**src/rtl/wb_arbiter.sv**
```systemverilog
// rtl/wb_arbiter.sv - writeback arbiter merging ALU, LSU and mul/div results onto the register file write port
module wb_arbiter #(
    parameter int REG_W  = 5,
    parameter int DATA_W = 32,
    parameter int FIFO_D = 2
) (
    input  logic              clk,
    input  logic              rst_n,
    input  logic              alu_valid,
    output logic              alu_ready,
    input  logic [REG_W-1:0]  alu_rd,
    input  logic [DATA_W-1:0] alu_data,
    input  logic              lsu_valid,
    output logic              lsu_ready,
    input  logic [REG_W-1:0]  lsu_rd,
    input  logic [DATA_W-1:0] lsu_data,
    input  logic              md_valid,
    output logic              md_ready,
    input  logic [REG_W-1:0]  md_rd,
    input  logic [DATA_W-1:0] md_data,
    output logic              rf_we,
    output logic [REG_W-1:0]  rf_a3,
    output logic [DATA_W-1:0] rf_wd,
    output logic              wb_busy
);

    localparam int PTR_W = (FIFO_D > 1) ? $clog2(FIFO_D) : 1;
    localparam int CNT_W = $clog2(FIFO_D + 1);
    localparam logic [CNT_W-1:0] CNT_FULL = CNT_W'(FIFO_D);
    localparam logic [CNT_W:0]   CNT_LIM  = (CNT_W + 1)'(FIFO_D);

    logic [CNT_W-1:0]  count_q, count_d;
    logic [PTR_W-1:0]  rd_ptr_q, rd_ptr_d;
    logic [PTR_W-1:0]  wr_ptr_q, wr_ptr_d;
    logic [REG_W-1:0]  fifo_rd_q   [FIFO_D];
    logic [REG_W-1:0]  fifo_rd_d   [FIFO_D];
    logic [DATA_W-1:0] fifo_data_q [FIFO_D];
    logic [DATA_W-1:0] fifo_data_d [FIFO_D];
    logic              rf_we_q, rf_we_d;
    logic [REG_W-1:0]  rf_a3_q, rf_a3_d;
    logic [DATA_W-1:0] rf_wd_q, rf_wd_d;

    logic fifo_full, fifo_empty;
    logic lsu_hs, md_hs;
    logic push_lsu, push_md;
    logic alu_wr, pop;
    logic [PTR_W-1:0] md_slot;

    // Readies look only at the registered count, so a same-cycle pop never frees a slot early.
    always_comb begin
        fifo_full  = (count_q == CNT_FULL);
        fifo_empty = (count_q == '0);
        alu_ready  = !fifo_full;
        lsu_ready  = !fifo_full;
        lsu_hs     = lsu_valid & lsu_ready;
        md_ready   = (({1'b0, count_q} + (CNT_W + 1)'(lsu_hs)) < CNT_LIM);
        md_hs      = md_valid & md_ready;
        push_lsu   = lsu_hs & (lsu_rd != '0);
        push_md    = md_hs & (md_rd != '0);
        alu_wr     = alu_valid & !fifo_full & (alu_rd != '0);
        pop        = !fifo_empty & !alu_wr;
        md_slot    = push_lsu ? (wr_ptr_q + PTR_W'(1)) : wr_ptr_q;
    end

    always_comb begin
        fifo_rd_d   = fifo_rd_q;
        fifo_data_d = fifo_data_q;
        if (push_lsu) begin
            fifo_rd_d[wr_ptr_q]   = lsu_rd;
            fifo_data_d[wr_ptr_q] = lsu_data;
        end
        if (push_md) begin
            fifo_rd_d[md_slot]   = md_rd;
            fifo_data_d[md_slot] = md_data;
        end
        wr_ptr_d = wr_ptr_q + PTR_W'(push_lsu) + PTR_W'(push_md);
        rd_ptr_d = rd_ptr_q + PTR_W'(pop);
        count_d  = count_q + CNT_W'(push_lsu) + CNT_W'(push_md) - CNT_W'(pop);
    end

    // Address and data hold their last values when nothing is written.
    always_comb begin
        rf_we_d = alu_wr | pop;
        rf_a3_d = rf_a3_q;
        rf_wd_d = rf_wd_q;
        if (pop) begin
            rf_a3_d = fifo_rd_q[rd_ptr_q];
            rf_wd_d = fifo_data_q[rd_ptr_q];
        end else if (alu_wr) begin
            rf_a3_d = alu_rd;
            rf_wd_d = alu_data;
        end
    end

    always_ff @(posedge clk or negedge rst_n) begin
        if (!rst_n) begin
            count_q  <= '0;
            rd_ptr_q <= '0;
            wr_ptr_q <= '0;
            rf_we_q  <= 1'b0;
            rf_a3_q  <= '0;
            rf_wd_q  <= '0;
            for (int i = 0; i < FIFO_D; i++) begin
                fifo_rd_q[i]   <= '0;
                fifo_data_q[i] <= '0;
            end
        end else begin
            count_q     <= count_d;
            rd_ptr_q    <= rd_ptr_d;
            wr_ptr_q    <= wr_ptr_d;
            rf_we_q     <= rf_we_d;
            rf_a3_q     <= rf_a3_d;
            rf_wd_q     <= rf_wd_d;
            fifo_rd_q   <= fifo_rd_d;
            fifo_data_q <= fifo_data_d;
        end
    end

    assign rf_we   = rf_we_q;
    assign rf_a3   = rf_a3_q;
    assign rf_wd   = rf_wd_q;
    assign wb_busy = !fifo_empty;

endmodule

```
**config.mk**
```make
export PLATFORM = sky130hd
export DESIGN_NAME = wb_arbiter
export DESIGN_NICKNAME = d
export VERILOG_FILES = /design/src/rtl/wb_arbiter.sv
export SDC_FILE = /design/constraint.sdc
export NUM_CORES = 1
export LEC_CHECK = 0
export ABC_AREA = 1
export CAP_MARGIN = 20
export CORE_ASPECT_RATIO = 0.7
export CORE_UTILIZATION = 35
export DETAILED_ROUTE_END_ITERATION = 12
export PLACE_DENSITY_LB_ADDON = 0.05
export SLEW_MARGIN = 20
export SYNTH_ARGS = -nofsm -noshare
export SYNTH_HDL_FRONTEND = slang
export SYNTH_SLANG_ARGS = --single-unit
```
**constraint.sdc**
```tcl
create_clock -name clk -period 6.85 [get_ports clk]
set_clock_uncertainty 0.1 [all_clocks]
set_input_delay 1.37 -clock clk [delete_from_list [all_inputs] [get_ports clk]]
set_output_delay 1.37 -clock clk [all_outputs]
set_load 0.02 [all_outputs]
```
==> flow_summary.ini <==
[die]
die_w_microns = 176.6
dieArea_sq_um = 21930
pin_count = 158
core_area_sq_um = 20810
start_util_pct = 35.88
rows = 44
die_h_microns = 124.2

[power]
ir_drop_mv = 0.2726
leakage_nw = 5.042
powerDensity_nw_per_um2 = 477.2
power_mw = 4.628

[clocking]
clkTransAtPathRegs_ns = 0.05
ctsResizeCount = 0
h-tree-depth = 4
tritoncts = yes
cts.sinks = 116
hold_buffers = 0
cts_setup_buffers = 0
cts_buffer_depth = 2
cts_buffers = 17
cts_root_buffer = clkbuf_16
clock_latency_ns = 0.42

[routing]
drtIter0Drc = 703
wirelength_microns = 25740
dr.pass1.iters = 5
via_count = 7827
detail-route-antenna-nets = 0
routed_via_density = 4.951
wl_per_cell_microns = 16.28
drc = 0

[sta]
finalMaxSlewViolations = 0
tns_ns = 0
fin_hold_ws_ns = 0.3772
tightest_slew_ns = 1.078
slew_headroom_pct = 28.02
min_period_ns = 4.038
period_share_pct = 58.95
setup_viol = 0
hold_viol = 0
fmax_ghz = 0.2476
grt_setup_unrepaired = no

[layout]
syn_to_final_growth_pct = 29.91
drive_gt1_share_pct = 4.521
stdcell_count = 1581
final_nets = 1411
antenna_cells = 0
fill_cells = 2162

[setup_path]
reg2reg_slack_ns = 3.81
reg2reg_depth = 9
crit_type = in2out
cpPeakStageDelay_ns = 0.58
regToRegStartpoint = count_q[1]
endpoint_kind = output pin
worstPathRequired_ns = 5.38
crit_arrival_ns = 2.57
slowest_stage = clkdlybuf4s50_1
cp_cell_sequence = clkdlybuf4s50_1, nand2_1, nand2_1, inv_1, clkdlybuf4s50_1
worstPathMaxFanout = 2
cp-start-kind = input pin
r2r_end = count_q[1]

[place]
dp_cells = 1550
hpwl_microns = 15770
gp_routability_congestion = 0.8089
portBuffers = 157

[logic_synthesis]
synth_seq_area_share_pct = 38.88
syn_inst = 1190
synth_area_sq_um = 7466
synth_cell_type_count = 23
yosys_register_bits = 116
syn_nets = 1308
postSynthAreaPerCell_sq_um = 6.274
yosysWarningCount = 0

[grt]
grt_pass1_wl_microns = 39960
first_global_vias = 6997
grt_start_max_net_pins = 80
antenna_found_initial = 0
grt.total_usage_pct = 24.09
grt.overflow.total = 0

[status]
status = finished clean

[hold_path]
whs_path_depth = 2
min_path_type = reg2reg
hold_start = rf_wd[1]
worstHoldEndpoint = rf_wd[1]

[run]
max-cap-violations = 0
==> flip-flops by register name (all words and copies together) (netlist names) <==
signal	count
count_q	2
fifo_data_q	64
fifo_rd_q	10
rd_ptr_q	1
rf_a3	5
rf_wd	32
rf_we	1
wr_ptr_q	1
==> Yosys cell counts, drive strengths merged <==
master | number | area, sq um
o21ai | 83 | 415.4
nand3 | 210 | 1061
buf | 59 | 301.5
xnor2 | 1 | 8.760
dfrtp | 116 | 2903
xor2 | 2 | 17.52
nor3 | 1 | 5.000
ha | 1 | 12.51
a21boi | 1 | 7.510
inv | 76 | 285.3
clkinv | 2 | 7.510
nor2 | 37 | 146.4
a21oi | 1 | 16.27
nand2 | 572 | 2155
clkbuf | 26 | 97.59
or2 | 1 | 6.260
fa | 1 | 20.02
==> per-stage QoR <==
step | util (%) | cell area [sq um] | worst slack (ns)
final | 46.61 | 9699 | 2.812
after global routing | 46.61 | 9699 | 2.694
after CTS | 46.61 | 9699 | 2.806
after detailed placement | 43.65 | 9084 | 2.502
after global placement | 43.65 | 9084 | 2.522
after floorplan | - | 7466 | 3.543
==> placed cells by master (no fill, tap or decap), drive strengths merged <==
cell type | synthesis | layout
bufinv | 0 | 4
nor2 | 37 | 37
or2 | 1 | 1
xor2 | 2 | 2
nand2 | 572 | 572
a21boi | 1 | 1
clkinvlp | 0 | 2
clkbuf | 26 | 21
o21ai | 83 | 83
clkdlybuf4s50 | 0 | 156
nor3 | 1 | 1
clkinv | 2 | 6
ha | 1 | 1
dfrtp | 116 | 116
fa | 1 | 1
inv | 76 | 76
buf | 59 | 13
a21oi | 1 | 1
xnor2 | 1 | 1
nand3 | 210 | 210
==> layer usage <==
metal	vias up	wire [microns]	track usage (%)
met5	-	0	0
met4	0	119	4.095
met3	10	1766	4.701
met2	274	10220	32.99
met1	3598	13630	38.41
li1	3945	-	-
==> power breakdown <==
group | leakage (nW) | switching (mW) | internal (mW)
registers | 1.43 | 0.191 | 1.02
clock network | 0.299 | 0.325 | 0.623
logic | 3.31 | 1.63 | 0.842
==> critical path: cells and delay by family <==
kind / cells / cell delay, ns
buf+inv: 3 / 1.05
simple gates: 2 / 0.14
==> cell type report <==
class	count	area [sq um]	share of cell area, %
Inverter	78	292.8	3.019
Timing Repair Buffer	169	1659	17.11
Tap cell	276	345.3	3.560
Multi-Input combinational cell	911	3881	40.02
Clock inverter	10	155.1	1.600
Clock buffer	21	460.4	4.747
Sequential cell	116	2905	29.95
==> worst max-delay path by stage <==
stage / depth (start not counted) / startpoint / endpoint / slack, ns
after floorplan: 9 / alu_valid / count_q[1] / 3.54
after global placement: 10 / md_rd[4] / count_q[1] / 2.52
after detailed placement: 9 / lsu_rd[1] / fifo_data_q[20] / 2.50
after CTS: 5 / lsu_valid / md_ready / 2.81
after global routing: 9 / lsu_rd[0] / fifo_data_q[44] / 2.69
final: 5 / lsu_valid / md_ready / 2.81
==> logic make-up after synthesis <==
family,synth area share (%)
xor gates and xnor gates,0.3520
buffers and inverters,9.268
DFF,38.88
and+or+nand+nor,45.18
AOI/OAI and AO/OA,5.882
adders and majority gates,0.4357
No activity file was read; power rests on OpenSTA's default activity.
